`config.mk`:
```
export PLATFORM = sky130hd
export DESIGN_NAME = capture_sequencer
export DESIGN_NICKNAME = d
export VERILOG_FILES = /design/src/rtl/capture_sequencer_pkg.sv /design/src/rtl/capture_sequencer_buffer.sv /design/src/rtl/capture_sequencer.sv
export SDC_FILE = /design/constraint.sdc
export NUM_CORES = 1
export LEC_CHECK = 0
export ABC_CLOCK_PERIOD_IN_PS = 3400
export CORE_UTILIZATION = 65
export CTS_CLUSTER_SIZE = 40
export DETAILED_ROUTE_END_ITERATION = 12
export GPL_TIMING_DRIVEN = 0
export PLACE_DENSITY = 0.83
export SYNTH_ARGS = -nofsm -noshare
export SYNTH_HDL_FRONTEND = slang
export SYNTH_SLANG_ARGS = --single-unit
```
`constraint.sdc`:
```
create_clock -name clk -period 3.4 [get_ports clk]
set_clock_uncertainty 0.15 [all_clocks]
set_input_delay 0.68 -clock clk [delete_from_list [all_inputs] [get_ports clk]]
set_output_delay 0.68 -clock clk [all_outputs]
set_load 0.02 [all_outputs]
```
`src/rtl/capture_sequencer_pkg.sv`:
```
// -----------------------------------------------------------------------------
// capture_sequencer_pkg
// Shared definitions for the acquisition burst sequencer: default datapath
// sizes and the sequencer state encoding.
// No ports (package).
// -----------------------------------------------------------------------------
package capture_sequencer_pkg;

    localparam int CS_DATA_W = 12;  // ADC sample width
    localparam int CS_DEPTH  = 12;  // buffer entries = longest burst
    localparam int CS_CNT_W  = 4;   // count/pointer width, 2**CS_CNT_W > CS_DEPTH

    typedef enum logic [1:0] {
        IDLE,
        COLLECT,
        DRAIN,
        WAIT_TX
    } state_t;

endpackage

```
`src/rtl/capture_sequencer_buffer.sv`:
```
// -----------------------------------------------------------------------------
// capture_sequencer_buffer (sample_buffer)
// DEPTH x DATA_W register array holding one burst of samples.
// Ports:
//   clk      in   1       system clock
//   i_we     in   1       write enable
//   i_waddr  in   AW      write address
//   i_wdata  in   DATA_W  write data
//   i_raddr  in   AW      read address (asynchronous read)
//   o_rdata  out  DATA_W  read data; 0 for addresses beyond DEPTH-1
// -----------------------------------------------------------------------------
module capture_sequencer_buffer #(
    parameter int DATA_W = 12,
    parameter int DEPTH  = 12,
    parameter int AW     = 4
) (
    input  logic              clk,
    input  logic              i_we,
    input  logic [AW-1:0]     i_waddr,
    input  logic [DATA_W-1:0] i_wdata,
    input  logic [AW-1:0]     i_raddr,
    output logic [DATA_W-1:0] o_rdata
);

    localparam logic [AW-1:0] LAST_ADDR = AW'(DEPTH - 1);

    logic [DATA_W-1:0] r_mem [DEPTH];

    // NOTE: storage arrays carry no reset; every entry is written before it is
    // read in a burst, and a reset branch would turn the array into flops with
    // a reset tree instead of plain storage. Sequential writes use <= so all
    // readers in the same edge see the pre-edge value.
    always_ff @(posedge clk) begin
        if (i_we) begin
            r_mem[i_waddr] <= i_wdata;
        end
    end

    // The sequencer may present DEPTH as a look-ahead address after the final
    // transfer; that value is never consumed, so return 0 instead of X.
    assign o_rdata = (i_raddr <= LAST_ADDR) ? r_mem[i_raddr] : '0;

endmodule

```
`src/rtl/capture_sequencer.sv`:
```
// -----------------------------------------------------------------------------
// capture_sequencer
// Runs one acquisition burst: enables the ADC reader, buffers up to DEPTH
// samples, then hands them oldest-first to the serial writer one frame at a
// time, optionally spacing frames by GAP_CYCLES idle clocks.
// Ports:
//   clk          in   1       system clock
//   rst          in   1       synchronous active-low reset
//   start        in   1       pulse: begin burst (only accepted in IDLE)
//   abort        in   1       level: back to IDLE next cycle, no done
//   num_samples  in   CNT_W   requested burst length (clamped to DEPTH)
//   adc_valid    in   1       strobe: adc_data holds a fresh sample
//   adc_data     in   DATA_W  sample from ADC reader
//   adc_enable   out  1       run ADC reader
//   tx_start     out  1       pulse: writer loads tx_data
//   tx_data      out  DATA_W  sample for writer, held until next tx_start
//   tx_done      in   1       pulse: writer finished frame
//   busy         out  1       sequencer not idle
//   done         out  1       pulse: burst fully transmitted
//   dropped      out  1       sticky: strobe arrived while reader disabled
//   collected    out  CNT_W   samples buffered this burst
//   transmitted  out  CNT_W   samples sent this burst
// -----------------------------------------------------------------------------
module capture_sequencer
    import capture_sequencer_pkg::*;
#(
    parameter int DATA_W     = CS_DATA_W,
    parameter int DEPTH      = CS_DEPTH,
    parameter int CNT_W      = CS_CNT_W,
    parameter int GAP_CYCLES = 0
) (
    input  logic              clk,
    input  logic              rst,
    input  logic              start,
    input  logic              abort,
    input  logic [CNT_W-1:0]  num_samples,
    input  logic              adc_valid,
    input  logic [DATA_W-1:0] adc_data,
    output logic              adc_enable,
    output logic              tx_start,
    output logic [DATA_W-1:0] tx_data,
    input  logic              tx_done,
    output logic              busy,
    output logic              done,
    output logic              dropped,
    output logic [CNT_W-1:0]  collected,
    output logic [CNT_W-1:0]  transmitted
);

    localparam int               GAP_W   = (GAP_CYCLES > 0) ? $clog2(GAP_CYCLES + 1) : 1;
    localparam logic [CNT_W-1:0] DEPTH_C = CNT_W'(DEPTH);
    localparam logic [CNT_W-1:0] ONE_C   = CNT_W'(1);

    state_t              r_state;
    logic [CNT_W-1:0]    r_num_len;
    logic [CNT_W-1:0]    r_wr_ptr;
    logic [CNT_W-1:0]    r_rd_ptr;
    logic [CNT_W-1:0]    r_collected;
    logic [CNT_W-1:0]    r_transmitted;
    logic                r_adc_enable;
    logic                r_tx_start;
    logic [DATA_W-1:0]   r_tx_data;
    logic                r_done;
    logic                r_dropped;
    logic                r_gap_active;
    logic [GAP_W-1:0]    r_gap_cnt;

    logic [CNT_W-1:0]    w_num_len;
    logic [CNT_W-1:0]    w_raddr;
    logic [DATA_W-1:0]   w_rdata;
    logic [DATA_W-1:0]   w_first;
    logic                w_we;

    assign w_num_len = (num_samples > DEPTH_C) ? DEPTH_C : num_samples;
    assign w_we      = rst && !abort && (r_state == COLLECT) && adc_valid;

    // With no gap the next entry is loaded on the same edge that retires the
    // current one, so the read port looks one entry ahead while waiting.
    // NOTE: every signal assigned in always_comb gets a default first so no
    // path leaves it unassigned and no latch is inferred.
    always_comb begin
        w_raddr = r_rd_ptr;
        if (r_state == WAIT_TX && !r_gap_active) begin
            w_raddr = r_rd_ptr + ONE_C;
        end
    end

    // For a one-sample burst, buf[0] is written on the same edge that loads
    // the first frame, so forward the incoming sample.
    assign w_first = (r_wr_ptr == '0) ? adc_data : w_rdata;

    capture_sequencer_buffer #(
        .DATA_W (DATA_W),
        .DEPTH  (DEPTH),
        .AW     (CNT_W)
    ) u_buffer (
        .clk     (clk),
        .i_we    (w_we),
        .i_waddr (r_wr_ptr),
        .i_wdata (adc_data),
        .i_raddr (w_raddr),
        .o_rdata (w_rdata)
    );

    always_ff @(posedge clk) begin
        if (!rst) begin
            r_state       <= IDLE;
            r_num_len     <= '0;
            r_wr_ptr      <= '0;
            r_rd_ptr      <= '0;
            r_collected   <= '0;
            r_transmitted <= '0;
            r_adc_enable  <= 1'b0;
            r_tx_start    <= 1'b0;
            r_tx_data     <= '0;
            r_done        <= 1'b0;
            r_dropped     <= 1'b0;
            r_gap_active  <= 1'b0;
            r_gap_cnt     <= '0;
        end else begin
            r_tx_start <= 1'b0;
            r_done     <= 1'b0;

            // Late or stray strobe while the reader is off; a start below
            // overrides this by clearing the flag.
            if (adc_valid && r_state != COLLECT && !r_adc_enable) begin
                r_dropped <= 1'b1;
            end

            if (abort) begin
                // Counters and pointers are left as-is for debug.
                r_state      <= IDLE;
                r_adc_enable <= 1'b0;
                r_gap_active <= 1'b0;
            end else begin
                case (r_state)
                    IDLE: begin
                        if (start) begin
                            r_dropped <= 1'b0;
                            r_num_len <= w_num_len;
                            if (w_num_len == '0) begin
                                r_done <= 1'b1;
                            end else begin
                                r_state       <= COLLECT;
                                r_adc_enable  <= 1'b1;
                                r_wr_ptr      <= '0;
                                r_rd_ptr      <= '0;
                                r_collected   <= '0;
                                r_transmitted <= '0;
                                r_gap_active  <= 1'b0;
                            end
                        end
                    end

                    COLLECT: begin
                        if (adc_valid) begin
                            r_wr_ptr    <= r_wr_ptr + ONE_C;
                            r_collected <= r_collected + ONE_C;
                            if (r_collected == r_num_len - ONE_C) begin
                                r_state      <= DRAIN;
                                r_adc_enable <= 1'b0;
                                r_tx_start   <= 1'b1;
                                r_tx_data    <= w_first;
                            end
                        end
                    end

                    // The first frame's tx_start is visible during this state.
                    DRAIN: begin
                        r_state <= WAIT_TX;
                    end

                    WAIT_TX: begin
                        if (r_gap_active) begin
                            if (r_gap_cnt == GAP_W'(1)) begin
                                r_gap_active <= 1'b0;
                                r_tx_start   <= 1'b1;
                                r_tx_data    <= w_rdata;
                            end else begin
                                r_gap_cnt <= r_gap_cnt - GAP_W'(1);
                            end
                        end else if (tx_done) begin
                            r_transmitted <= r_transmitted + ONE_C;
                            r_rd_ptr      <= r_rd_ptr + ONE_C;
                            if (r_transmitted == r_num_len - ONE_C) begin
                                r_done  <= 1'b1;
                                r_state <= IDLE;
                            end else if (GAP_CYCLES == 0) begin
                                r_tx_start <= 1'b1;
                                r_tx_data  <= w_rdata;
                            end else begin
                                r_gap_active <= 1'b1;
                                r_gap_cnt    <= GAP_W'(GAP_CYCLES);
                            end
                        end
                    end

                    default: begin
                        r_state <= IDLE;
                    end
                endcase
            end
        end
    end

    assign adc_enable  = r_adc_enable;
    assign tx_start    = r_tx_start;
    assign tx_data     = r_tx_data;
    assign busy        = (r_state != IDLE);
    assign done        = r_done;
    assign dropped     = r_dropped;
    assign collected   = r_collected;
    assign transmitted = r_transmitted;

endmodule
```
==> summary.md, run 1 <==
| Metric | Value |
|---|---|
| Maximum number of pins on one net before global-route repair | `18` |
| Worst-Skew Late Latency | `0.45 ns` |
| Critical path endpoint category | `flip-flop` |
| Hold endpoint | `tx_data[2]$_SDFFE_PN0P_` |
| Area share of the largest cell type after synthesis | `0.461` |
| DRC errors left | `0` |
| Routed length per instance | `24.4 um` |
| Ys async rst share | `0` |
| Min-delay src | `tx_data[2]$_SDFFE_PN0P_` |
| Depth of the CTS H-tree | `4` |
| CP Data Arrival Time | `between 3 and 4 ns` |
| Initial DRC count | `around 1300` |
| Areal power density over the cells | `approximately 470 nW/um^2` |
| Internal Dissipation | `between 3 and 4 mW` |
| Dominant combinational cell family by area after synthesis | `simple AND/OR/NAND/NOR gates` |
| Portion of the post-synthesis area used by sequential elements | `0.547` |
| Min cycle time layout | `3.27 ns` |
| Antenna diodes | `0` |
| First-pass GRT wire length | `42000 um` |
| Crit path launch type | `flip-flop` |
| Most used standard cell by instance count after synthesis | `edfxtp_1` |
| Crit path cell chain | `ha_1 > clkbuf_1 > buf_1 > nand3_1 > o21ai_0 > a21oi_1 > o21ai_0 > o21ai_1 > a32o_1` |
| Leakage power | `between 3 and 4 nW` |
| Count of flip-flops with a built-in enable after synthesis | `roughly 140` |
| Mapped Nets | `slightly above 900` |
| CTS clock-pin slew for the worst setup and hold paths | `about 0.070 ns` |
| Biggest area consumer among synthesized cells | `edfxtp_1` |
| Number of routed nets with antenna violations | `0` |
| Result of the run | `complete, no violations` |
| Cell row count | `43` |
| I/O pin count | `47` |
| Area contributors post-synth | `edfxtp_1, dfxtp_1, nand2b_1` |
| Syn Area/Cell | `approximately 10 um^2` |
| PortBufs | `between 40 and 50` |
| Worst Path Max Fanout | `10` |
| Hold-fix buffer count after cts | `0` |
| Vias in the first global route | `roughly 7700` |
| Placed Cells incl. Taps | `around 1100` |
| Post-CTS Resized | `0` |
| Max-capacitance violation count | `0` |
| Critical-path cell with the highest stage delay | `buf_1` |
| Clk network pwr share | `0.400` |
| Detailed-routing iteration count for the pre-antenna-repair pass | `6` |
| Die height | `approximately 120 um` |
| Fin. max-slew vios | `0` |
| Total core area | `14000 um^2` |
| Final setup violation count | `0` |
| Switching fraction of total power | `0.263` |
| Total power consumption of the routed design | `about 5.0 mW` |
| Basic-gate share of the synthesized area counting and, or, nand and nor cells | `0.193` |
| Type of the setup path with the least slack | `reg -> reg` |
| Cell repeated most along the worst path | `o21ai_0` |
| TritonCTS clock tree | `done` |
| Min-Delay Path Class | `reg -> reg` |
| R2r setup slk | `0.13 ns` |
| Fraction of final layout cells with drive strength greater than 1 | `0.0885` |
| Maximum vdd ir drop | `between 300 and 400 uV` |
| RSZ-0062 raised after global routing | `no` |
| CP top delay family | `buffers and inverters` |
| Clk sinks | `184` |
| TritonCTS buffer count | `17` |
| Multiplexer fraction of the synthesized cell area | `0.0123` |
| Maximum number of buffers from clock root to sink | `2` |
| Part of the cycle the worst path needs | `0.961` |
| Synth Area in Adders | `0.0174` |
| Sw power | `approximately 1.3 mW` |
| Hold Fails Final Rpt | `0` |
| Depth of the worst register-to-register path | `9` |
| Critical R2R Capture | `tx_data[3]$_SDFFE_PN0P_` |
| Gp weighted congestion | `slightly below 1` |
| Smallest setup slack after layout | `~0.13 ns` |
| Worst slew pin tran | `~0.96 ns` |
| Cell Count, Final, Fillers Out | `between 1000 and 1500` |
| Final HPWL from detailed placement | `18500 um` |
| Number of cells on the worst hold path | `1` |
| Post-placement setup slack | `0.265 ns` |
| Flop pwr share | `0.485` |
| Data required time at the worst endpoint | `~3.6 ns` |
| Startpoint of the worst register-to-register path | `r_rd_ptr[1]$_SDFFE_PN0P_` |
| Max Fclk | `about 0.31 GHz` |
| Delay of the slowest critical-path stage | `around 0.57 ns` |
| Number of vias after detailed routing | `about 7900` |
| Routed WL | `around 28000 um` |
| Initial core utilization | `0.670` |
| Compound-Gate Fraction of Synth Area | `0.149` |
| Library cells used by synthesis | `60` |
| Bufs and invs on worst path | `2` |
| Global-route usage over all layers | `0.394` |
| Die area | `between 10000 and 15000 um^2` |
| Count of synthesis-stage warnings from yosys | `0` |
| Gate count of the mapped netlist | `roughly 900` |
| Cell area after technology mapping | `approximately 9400 um^2` |
| XOR/XNOR share of the synthesized area | `0.0319` |
| Setup TNS | `0 ns` |
| Post-layout nets | `a little under 1000` |
| Synth-to-layout area growth | `13.5%` |
| Die outline width | `122 um` |
| Commonest cells in the synthesized netlist | `edfxtp_1, nor2_1, nand2_1` |
| Congestion Overflow GR | `0` |
| Vias per cell | `between 6 and 7` |
| Synth Flop Type | `edfxtp_1` |
| Antenna violations before repair | `0` |
| Number of setup buffers added after CTS | `0` |
| Slew HR | `0.360` |
| Root Buffer Master | `clkbuf_16` |
| Combinational share of power | `0.114` |
| Synthesis-stage register bit count | `around 180` |
## per-layer routing
metal,up-vias,GRT usage,wire (um)
met5,-,0,0
met4,0,0.222,1340
met3,135,0.127,3980
met2,690,0.600,12800
met1,3641,0.496,9970
li1,3414,-,-
## worst max-delay path by stage
stage	startpoint	cells after the start	to	slack, ns
3_5_place_dp	rst	5	u_buffer.r_mem[0][5]$_DFFE_PP_	0.27
5_1_grt	r_rd_ptr[1]$_SDFFE_PN0P_	9	tx_data[3]$_SDFFE_PN0P_	0.08
2_1_floorplan	abort	5	u_buffer.r_mem[11][0]$_DFFE_PP_	1.09
6_report	r_rd_ptr[1]$_SDFFE_PN0P_	9	tx_data[3]$_SDFFE_PN0P_	0.13
4_1_cts	r_rd_ptr[1]$_SDFFE_PN0P_	9	tx_data[3]$_SDFFE_PN0P_	0.30
3_3_place_gp	rst	5	u_buffer.r_mem[9][6]$_DFFE_PP_	0.25
## power by group through the flow
stage	logic [mW]	clock network, mW	registers, mW
floorplan	0.332	0	2.50
finish	0.577	2.02	2.45
CTS	0.553	2.00	2.45
detailed placement	0.545	0	2.50
global placement	0.533	0	2.50
global route	0.608	2.09	2.45
## state kept, by name, indices dropped and copies added (netlist names)
name	flops
adc_enable	1
u_buffer.r_mem	144
r_rd_ptr	4
r_wr_ptr	4
r_gap_active	1
tx_data	12
r_gap_cnt	1
dropped	1
tx_start	1
collected	4
r_state	2
r_num_len	4
transmitted	4
done	1
## cell families (layout without fill, tap and decap cells)
group,after synthesis,after routing
compound gates,220,220
xor+xnor,29,29
fa+ha+maj,13,13
buf+inv,90,167
flops,184,184
mux,9,9
simple gates,350,350
## cell usage in the layout (no fill, tap or decap), types with 7 or more instances in the layout
cell             synthesis  routed
buf_2                   23      23
xnor2_1                 11      11
nand3_1                 52      52
a32o_1                  11      11
nor2_1                  72      72
ha_1                    13      13
a211oi_1                10      10
o21ai_0                 56      56
mux2i_1                  7       7
dfxtp_1                 40      40
nand2_1                 68      68
xor2_1                  15      15
nand2b_1                59      59
nor2b_1                 16      16
a31oi_1                 21      21
clkdlybuf4s50_1          0      45
nor3_1                  24      24
o31ai_1                 11      11
nand4_1                 26      26
a21oi_1                 49      49
clkbuf_1                26      26
clkbuf_16                0      17
inv_1                   22      22
buf_6                   10      10
edfxtp_1               144     144
and2_1                   9       9
o21ai_1                 12      12
a22oi_1                 22      22
## area by class of cell
| class | instances | area [um^2] |
|---|---|---|
| buffer | 67 | 387 |
| clock buffer | 17 | 425 |
| clock inverter | 15 | 168 |
| fill | 980 | 3350 |
| inverter | 23 | 86.3 |
| multi-input combinational | 621 | 3780 |
| sequential | 184 | 5120 |
| tap | 180 | 225 |
| timing repair buffer | 45 | 450 |
## through the flow
step	hold slack (ns)	util	instance area, um^2
2_1_floorplan	0.328	-	9370
3_3_place_gp	0.303	0.718	10000
3_5_place_dp	0.308	0.718	10000
4_1_cts	0.325	0.761	10600
5_1_grt	0.339	0.761	10600
6_report	0.325	0.761	10600
(Power assumes the default switching activity.)
==> inputs of run 2 (changes only) <==
--- a/config.mk
+++ b/config.mk
@@ -6,6 +6,7 @@
 export NUM_CORES = 1
 export LEC_CHECK = 0
 export ABC_CLOCK_PERIOD_IN_PS = 3400
+export CORE_MARGIN = 3
 export CORE_UTILIZATION = 65
 export CTS_CLUSTER_SIZE = 40
 export DETAILED_ROUTE_END_ITERATION = 12
==> summary.md, run 2 (synthesis gave the netlist of run 1 again) <==
| Metric | Value |
|---|---|
| Gp weighted congestion | `0.974 (+0.62%)` |
| TritonCTS buffer count | `17 (unchanged)` |
| Initial core utilization | `0.670 (unchanged)` |
| Combinational share of power | `0.114 (about the same)` |
| Maximum number of buffers from clock root to sink | `2 (unchanged)` |
| Min-delay src | `tx_data[6]$_SDFFE_PN0P_` |
| Worst-Skew Late Latency | `0.44 ns (about the same)` |
| Initial DRC count | `1510 (+15%)` |
| Register containing the most flip-flops in the final layout | `u_buffer.r_mem` |
| Number of setup buffers added after CTS | `0 (unchanged)` |
| PortBufs | `45 (unchanged)` |
| Min-Delay Path Class | `reg -> reg` |
| Critical R2R Capture | `tx_data[3]$_SDFFE_PN0P_` |
| Clk sinks | `184 (unchanged)` |
| Die outline width | `126 um (+3.3%)` |
| Hold-fix buffer count after cts | `0 (unchanged)` |
| DRC errors left | `0 (unchanged)` |
| Fin. max-slew vios | `0 (unchanged)` |
| Crit path launch type | `flip-flop` |
| Post-placement setup slack | `0.237 ns (-0.0280 ns)` |
| Worst slew pin tran | `0.828 ns (-0.130 ns)` |
| Leakage power | `3.64 nW (-0.18%)` |
| Worst Path Max Fanout | `10 (unchanged)` |
| Data required time at the worst endpoint | `3.58 ns (about the same)` |
| Max reg flops | `144 (unchanged)` |
| Result of the run | `complete, no violations` |
| Number of fill cells in the layout | `984 (+0.41%)` |
| CP Data Arrival Time | `3.31 ns (-0.15 ns)` |
| Max Fclk | `0.319 GHz (+4.3%)` |
| Internal Dissipation | `3.70 mW (-0.50%)` |
| Die height | `126 um (+3.3%)` |
| Number of cells on the worst hold path | `1 (unchanged)` |
| Synth-to-layout area growth | `13.2%` |
| Min cycle time layout | `3.13 ns (-0.134 ns)` |
| Congestion Overflow GR | `0 (unchanged)` |
| Hold endpoint | `tx_data[6]$_SDFFE_PN0P_` |
| Number of vias after detailed routing | `7798 (-1.0%)` |
| Routed WL | `27000 um (-3.7%)` |
| Flop pwr share | `0.496 (+0.011)` |
| Number of routed nets with antenna violations | `0 (unchanged)` |
| Critical path endpoint category | `flip-flop` |
| Smallest setup slack after layout | `0.266 ns (+0.134 ns)` |
| Slew HR | `0.448 (+0.0884)` |
| TritonCTS clock tree | `done` |
| Post-CTS Resized | `0 (unchanged)` |
| Area after detailed placement | `10000 um^2 (unchanged)` |
| Total core area | `14000 um^2 (unchanged)` |
| Depth of the worst register-to-register path | `9 (unchanged)` |
| Summed area of non-filler cells in the final layout | `10600 um^2 (-0.33%)` |
| Final setup violation count | `0 (unchanged)` |
| Commonest cells after routing, fill and taps aside | `edfxtp_1, nor2_1, nand2_1` |
| Maximum vdd ir drop | `374 uV (-0.33%)` |
| R2r setup slk | `0.27 ns (+0.13 ns)` |
| Clk network pwr share | `0.390 (-0.010)` |
| First-pass GRT wire length | `41200 um (-1.9%)` |
| Global-route usage over all layers | `0.341 (-0.0523)` |
| Vias in the first global route | `7370 (-3.8%)` |
| Vias per cell | `6.77 (-1.0%)` |
| Antenna diodes | `0 (unchanged)` |
| Switching fraction of total power | `0.251 (-0.0118)` |
| RSZ-0062 raised after global routing | `no` |
| Post-layout nets | `994 (unchanged)` |
| Areal power density over the cells | `466 nW/um^2 (-1.7%)` |
| Max-capacitance violation count | `0 (unchanged)` |
| Type of the setup path with the least slack | `reg -> reg` |
| Routed length per instance | `23.4 um (-3.7%)` |
| CTS clock-pin slew for the worst setup and hold paths | `0.07 ns (about the same)` |
| Root Buffer Master | `clkbuf_16` |
| Area of the multi-input gates | `3780 um^2 (unchanged)` |
| Startpoint of the worst register-to-register path | `r_rd_ptr[1]$_SDFFE_PN0P_` |
| Setup TNS | `0 ns (unchanged)` |
| Depth of the CTS H-tree | `4 (unchanged)` |
| Hold Fails Final Rpt | `0 (unchanged)` |
| Leading cell type in the layout, fill and taps excluded | `edfxtp_1` |
| Cell row count | `43 (unchanged)` |
| Fraction of final layout cells with drive strength greater than 1 | `0.0833 (-0.00514)` |
| Die area | `15900 um^2 (+6.7%)` |
| Maximum number of pins on one net before global-route repair | `17 (-1)` |
| I/O pin count | `47 (unchanged)` |
| Part of the cycle the worst path needs | `0.922 (-0.0393)` |
| Detailed-routing iteration count for the pre-antenna-repair pass | `7 (+1)` |
| FF/Latch Area | `5120 um^2 (unchanged)` |
| Total power consumption of the routed design | `4.94 mW (-2.1%)` |
| Sw power | `1.24 mW (-6.5%)` |
| Antenna violations before repair | `0 (unchanged)` |
| Final HPWL from detailed placement | `18200 um (-1.5%)` |
run 2: power groups by stage:
stage          registers, mW  logic [mW]  clock network (mW)
5_1_grt                 2.45       0.600                2.02
3_5_place_dp            2.50       0.541                   0
2_1_floorplan           2.50       0.332                   0
6_report                2.45       0.565                1.93
3_3_place_gp            2.50       0.532                   0
4_1_cts                 2.45       0.546                1.92
run 2: layout make-up:
| cell class | instances | share of cell area |
|---|---|---|
| flip-flops and latches | 184 | 0.483 |
| repair buffers | 45 | 0.0425 |
| clock buffers | 20 | 0.0412 |
| inverters | 23 | 0.00814 |
| well taps | 180 | 0.0212 |
| clock inverters | 12 | 0.0114 |
| multi-input cells | 621 | 0.356 |
| plain buffers | 67 | 0.0364 |
run 2: through the flow:
step,hold WS [ns],instances,utilization
after floorplan,0.328,895,-
after global placement,0.304,1120,0.718
after detailed placement,0.309,1120,0.718
after CTS,0.324,1152,0.758
after global routing,0.344,1152,0.758
final,0.320,1152,0.758
run 2: worst max-delay path by stage:
stage	startpoint	endpoint	cells after the start
floorplan	abort	u_buffer.r_mem[11][0]$_DFFE_PP_	5
global placement	rst	u_buffer.r_mem[10][7]$_DFFE_PP_	5
detailed placement	rst	u_buffer.r_mem[10][7]$_DFFE_PP_	5
CTS	r_rd_ptr[1]$_SDFFE_PN0P_	tx_data[4]$_SDFFE_PN0P_	9
global route	r_rd_ptr[1]$_SDFFE_PN0P_	tx_data[4]$_SDFFE_PN0P_	9
finish	r_rd_ptr[1]$_SDFFE_PN0P_	tx_data[3]$_SDFFE_PN0P_	9
run 2: layer usage:
layer / up-vias / GRT usage / routed length, um
li1: 3412 / - / -
met1: 3614 / 0.466 / 10100
met2: 660 / 0.532 / 12300
met3: 112 / 0.0768 / 3560
met4: 0 / 0.146 / 1020
met5: - / 0 / 0
run 2: worst max-delay path: stages (launching register included):
cell and delay (ns):
dfxtp_1 0.35, ha_1 0.40, clkbuf_1 0.51, buf_1 0.52, nand3_1 0.12, o21ai_0 0.16
a21oi_1 0.14, o21ai_0 0.32, o21ai_1 0.10, a32o_1 0.24
